--- src/rtl/serial_adder_scheduler_pkg.sv ---
// rtl/serial_adder_scheduler_pkg.sv - shared types and sizing helpers for the serial adder scheduler
package serial_adder_scheduler_pkg;

  // Scheduler FSM states: wait for a request, run the nibble beats, present the result
  typedef enum logic [1:0] {
    ST_IDLE = 2'd0,
    ST_RUN  = 2'd1,
    ST_DONE = 2'd2
  } state_t;

  localparam int DEF_WIDTH = 16;
  localparam int DEF_NIB   = 4;
  localparam int DEF_BEATS = DEF_WIDTH / DEF_NIB;

  // Number of adder cycles needed for one WIDTH-bit operation
  function automatic int beats_of(input int width, input int nib);
    return width / nib;
  endfunction

  // Beat counter width; a single-beat configuration still gets a 1-bit counter
  function automatic int beat_cnt_w(input int beats);
    return (beats > 1) ? $clog2(beats) : 1;
  endfunction

endpackage

--- src/rtl/serial_adder_scheduler_adder_nibble.sv ---
// rtl/serial_adder_scheduler_adder_nibble.sv - NIB-bit combinational adder shared by both requesters
module adder_nibble #(
  parameter int NIB = 4
) (
  input  logic [NIB-1:0] a,
  input  logic [NIB-1:0] b,
  input  logic           cin,
  output logic [NIB-1:0] s,
  output logic           cout
);

  // Zero-extend by one bit so the carry out falls into the top bit of the sum
  assign {cout, s} = {1'b0, a} + {1'b0, b} + {{NIB{1'b0}}, cin};

endmodule

--- src/rtl/serial_adder_scheduler.sv ---
// rtl/serial_adder_scheduler.sv - round-robin scheduler running WIDTH-bit adds nibble-serially on one adder
module serial_adder_scheduler
  import serial_adder_scheduler_pkg::*;
#(
  parameter int WIDTH = DEF_WIDTH,
  parameter int NIB   = DEF_NIB
) (
  input  logic             clk,
  input  logic             rst,
  input  logic [1:0]       req,
  input  logic [WIDTH-1:0] a0,
  input  logic [WIDTH-1:0] b0,
  input  logic [WIDTH-1:0] a1,
  input  logic [WIDTH-1:0] b1,
  output logic [1:0]       gnt,
  output logic             busy,
  output logic             done,
  output logic             done_id,
  output logic [WIDTH-1:0] sum,
  output logic             cout
);

  localparam int BEATS = beats_of(WIDTH, NIB);
  localparam int BW    = beat_cnt_w(BEATS);

  state_t           state;
  logic [WIDTH-1:0] a_sh;
  logic [WIDTH-1:0] b_sh;
  logic [WIDTH-1:0] res;
  logic [WIDTH-1:0] res_next;
  logic             carry;
  logic [BW-1:0]    beat;
  logic             last;
  logic             cur;
  logic             win;
  logic [NIB-1:0]   nib_s;
  logic             nib_c;

  // Single instance of the shared adder, always fed from the low nibble of the operand shifters
  adder_nibble #(.NIB(NIB)) u_adder (
    .a    (a_sh[NIB-1:0]),
    .b    (b_sh[NIB-1:0]),
    .cin  (carry),
    .s    (nib_s),
    .cout (nib_c)
  );

  // Round-robin winner: a lone request wins outright, contention goes to the one not served last
  always_comb begin
    win = 1'b0;
    if (req == 2'b11) win = ~last;
    else              win = req[1];
  end

  // Result register fills from the top so the LSB nibble ends up at the bottom after BEATS shifts
  always_comb begin
    res_next = '0;
    res_next = {nib_s, res[WIDTH-1:0]} >> NIB;
  end

  // Arbiter, beat sequencer and registered outputs in one FSM
  always_ff @(posedge clk) begin
    if (rst) begin
      state   <= ST_IDLE;
      gnt     <= '0;
      busy    <= 1'b0;
      done    <= 1'b0;
      done_id <= 1'b0;
      sum     <= '0;
      cout    <= 1'b0;
      carry   <= 1'b0;
      beat    <= '0;
      last    <= 1'b1;
      cur     <= 1'b0;
      a_sh    <= '0;
      b_sh    <= '0;
      res     <= '0;
    end else begin
      gnt  <= '0;
      done <= 1'b0;
      unique case (state)
        ST_IDLE: begin
          if (req != 2'b00) begin
            cur   <= win;
            last  <= win;
            a_sh  <= win ? a1 : a0;
            b_sh  <= win ? b1 : b0;
            res   <= '0;
            carry <= 1'b0;
            beat  <= '0;
            gnt   <= win ? 2'b10 : 2'b01;
            busy  <= 1'b1;
            state <= ST_RUN;
          end
        end
        ST_RUN: begin
          a_sh  <= a_sh >> NIB;
          b_sh  <= b_sh >> NIB;
          res   <= res_next;
          carry <= nib_c;
          beat  <= beat + 1'b1;
          if (beat == BW'(BEATS - 1)) begin
            sum     <= res_next;
            cout    <= nib_c;
            done_id <= cur;
            done    <= 1'b1;
            state   <= ST_DONE;
          end
        end
        ST_DONE: begin
          busy  <= 1'b0;
          state <= ST_IDLE;
        end
        default: begin
          busy  <= 1'b0;
          state <= ST_IDLE;
        end
      endcase
    end
  end

endmodule

--- config.mk ---
export PLATFORM = sky130hd
export DESIGN_NAME = serial_adder_scheduler
export DESIGN_NICKNAME = d
export VERILOG_FILES = /design/src/rtl/serial_adder_scheduler_pkg.sv /design/src/rtl/serial_adder_scheduler_adder_nibble.sv /design/src/rtl/serial_adder_scheduler.sv
export SDC_FILE = /design/constraint.sdc
export NUM_CORES = 1
export LEC_CHECK = 0
export ABC_AREA = 1
export CAP_MARGIN = 20
export CORE_UTILIZATION = 28
export DETAILED_ROUTE_END_ITERATION = 16
export PLACE_DENSITY = 0.61
export SLEW_MARGIN = 5
export SYNTH_ARGS = -nofsm -noshare
export SYNTH_HDL_FRONTEND = slang
export SYNTH_HIERARCHICAL = 1
export SYNTH_SLANG_ARGS = --single-unit
--- constraint.sdc ---
create_clock -name clk -period 1.5 [get_ports clk]
set_input_delay 0.3 -clock clk [delete_from_list [all_inputs] [get_ports clk]]
set_output_delay 0.3 -clock clk [all_outputs]
set_load 0.005 [all_outputs]
==> results.sh <==
export IMPL_die_h_microns=115.2
export IMPL_regArea_sq_um=1469
export IMPL_core_area_sq_um=12260
export IMPL_start_util_pct=29.24
export IMPL_drt_first_pass_iters=4
export IMPL_p_sw_mw=1.388
export IMPL_die_width_microns=115.2
export IMPL_irDropWorstVdd_uv=474.0
export IMPL_synth_seq_cells=73
export IMPL_synth_avg_cell_area_sq_um=6.520
export IMPL_cp_required_ps=1730
export IMPL_cts_reportedPaths_clkPinSlew_ps=60
export IMPL_die_area_sq_um=13260
export IMPL_p_seq_share_pct=37.7
export IMPL_netlist_area_sq_um=3586
export IMPL_synth_warnings=6
export IMPL_power_density_nw_per_um2=1087
export IMPL_rsz0062_at_grt="true"
export IMPL_syn_instance_count=550
export IMPL_core_rowCount=40
export IMPL_min_period_over_period_pct=101.3
export IMPL_max_stage_delay_ps=390
export IMPL_grt_use_total_pct=14.70
export IMPL_cts_tree="done"
export IMPL_min_from="rst"
export IMPL_nets=713
export IMPL_path_cells="fa_2 > inv_2 > fa_2 > o21ai_4 > buf_4 > nand2_1 > nand2_1"
export IMPL_io_pins=90
export IMPL_clockRootBuffer="clkbuf_16"
export IMPL_multi_input_area_sq_um=1789
export IMPL_vias=3561
export IMPL_antenna_cells=0
export IMPL_critical_path_class="flip-flop to flip-flop"
export IMPL_critPathLaunchType="flip-flop"
export IMPL_pre_cts_slack_ps=-269.3
export IMPL_wire_per_inst_microns=11.47
export IMPL_rr_startpoint="carry"
export IMPL_status="finished with violations"
export IMPL_ant_nets=0
export IMPL_power_frac_comb_pct=17.8
export IMPL_finClkSkew_ps=4.170
export IMPL_grt_pass1_vias=3418
export IMPL_cp_arrival_ps=1750
export IMPL_cts_sinks=73
export IMPL_drc_errors=0
export IMPL_hpwl_mm=6.930
export IMPL_yosys_area_top_type="dfxtp_1"
export IMPL_total_power_mw=5.647
export IMPL_p_sw_share_pct=24.58
export IMPL_yosysTopAreaCellShare_pct=40.75
export IMPL_wl_mm=9.317
export IMPL_grt_pass1_wl_mm=15.33
export IMPL_crit_path_end_kind="flip-flop"
export IMPL_grt_max_degree=35
export IMPL_syn_nets=624
export IMPL_grt_ovfl_total=0
export IMPL_antenna_found_initial=0
export IMPL_n_fill_cell=1260
export IMPL_io_buffers=89
export IMPL_period_needed_ps=1520
export IMPL_final_core_util_pct=42.36
export IMPL_max_slew_worst_pin_slew_ps=375.8
export IMPL_hold_viol_final=0
export IMPL_cp_slowest_cell="fa_2"
export IMPL_setup_violations=3
export IMPL_clkPwrFrac_pct=44.4
export IMPL_viasPerCell=4.385
export IMPL_internal_power_mw=4.259
export IMPL_clock_path_buffers=2
export IMPL_slew_headroom_pct=74.95
export IMPL_routabilityCongestion=0.8165
export IMPL_slew_violations=0
export IMPL_violations="setup timing"
export IMPL_critPathLaunch="carry"
export IMPL_layout_drive_gt1_share_pct=9.783
export IMPL_clock_latency_ps=330
export IMPL_synth_area_top_cells="dfxtp_1, nand2_1, nor2_1"
export IMPL_path_max_fanout=2
export IMPL_hold_path_class="input pin to flip-flop"
export IMPL_p_leak_nw=2.622
export IMPL_stdcell_area_sq_um=5194
export IMPL_area_growth_pct=44.84
export IMPL_seq_area_frac_synth_pct=40.75
export IMPL_drtIter0Drc=145
export IMPL_worst_slack_ps=-19.90
export IMPL_ctsHoldBuffers=0
export IMPL_placedInstanceArea_sq_um=4748
export IMPL_fmax_mhz=657.9
export IMPL_synthDistinctLibCells=25
export IMPL_cts_buffers=9
export IMPL_cts_htree_levels=3
export IMPL_tns_ps=-53.87
export IMPL_maxCapViolCount=0
## routing by layer
metal  global-route usage (%)  vias to the layer above  part of all wire [%]
li1                         -                     1870                     -
met1                    17.07                     1600                    44
met2                    26.79                       82                    50
met3                    3.216                        9                   4.6
met4                    4.589                        0                   1.0
met5                        0                        -                     0
## metrics by stage
step	hold slack (ps)	instances
2_1_floorplan	432.2	550
6_report	348.5	812
4_1_cts	340.2	811
5_1_grt	378.9	812
3_5_place_dp	457.4	795
3_3_place_gp	446.7	795
## power groups by stage
| stage | sequential, mW | combinational (mW) | clock, mW |
|---|---|---|---|
| floorplan | 2.15 | 0.583 | 0 |
| global placement | 2.17 | 0.957 | 0 |
| detailed placement | 2.17 | 0.976 | 0 |
| CTS | 2.13 | 0.992 | 2.55 |
| global route | 2.14 | 1.13 | 2.65 |
| finish | 2.13 | 1.01 | 2.51 |
## cell usage after synthesis
cell type	n
a21oi_1	32
buf_2	13
buf_4	8
buf_6	1
clkbuf_1	10
dfxtp_1	73
fa_1	2
ha_1	4
inv_1	51
inv_2	4
nand2_1	178
nand2_2	4
nand2_4	1
nand3_1	63
nand3_2	1
nand3b_1	8
nor2_1	88
nor2_2	1
nor2_4	1
nor2_8	1
nor3_1	2
o21a_1	1
o21ai_0	1
o21ai_1	1
xnor2_1	1
## what timing repair did
item	CTS	global route
resized for setup	9	19
gates cloned	0	0
endpoints found under the setup margin	6	18
setup buffers	0	1
pin swaps	4	4
## worst paths after layout
path	endpoint	slack (ps)	cells after the start
max	cout	-20	7
max reg2reg	cout	-20	7
min	state[1]	350	4
min reg2reg	res[7]	460	2
## placed cells by master (no fill, tap or decap), drive strengths merged
cell type      count
fa                 2
xnor2              1
bufinv             3
clkdlybuf4s50     75
dlymetal6s2s      13
a21oi             32
nand3b             8
ha                 4
nand3             64
o21a               1
nand2            183
inv               55
nor3               2
clkbuf            12
buf               22
dfxtp             73
nor2              91
clkinv             1
o21ai              2
## flip-flops by register name, indices dropped and copies added (netlist names)
register  flops
gnt           2
res          12
a_sh         16
cur           1
last          1
carry         1
state         2
done_id       1
beat          2
done          1
sum          16
b_sh         16
cout          1
busy          1
## worst max-delay path: cells and delay by family (launching register included)
family                   cells  cell delay (ps)
adder cells (fa/ha/maj)      2              680
flip-flops                   1              330
buffers and inverters        2              210
AND/OR/NAND/NOR              2              100
AO/OA/AOI/OAI                1               90
## final cells by class
class,count,area share [%]
tap,168,4.047
sequential,73,28.28
timing repair buffer,110,22.40
multi-input combinational,390,34.45
clock inverter,4,1.903
inverter,55,3.975
clock buffer,12,4.939
## cells by family after synthesis
kind of cell             Yosys count  share of synthesized area [%]
AND/OR/NAND/NOR                  348                          40.93
buffers and inverters             87                          10.61
flip-flops                        73                          40.75
AO/OA/AOI/OAI                     35                          4.954
adder cells (fa/ha/maj)            6                          2.512
XOR/XNOR                           1                         0.2443
(Power assumes the default switching activity.)
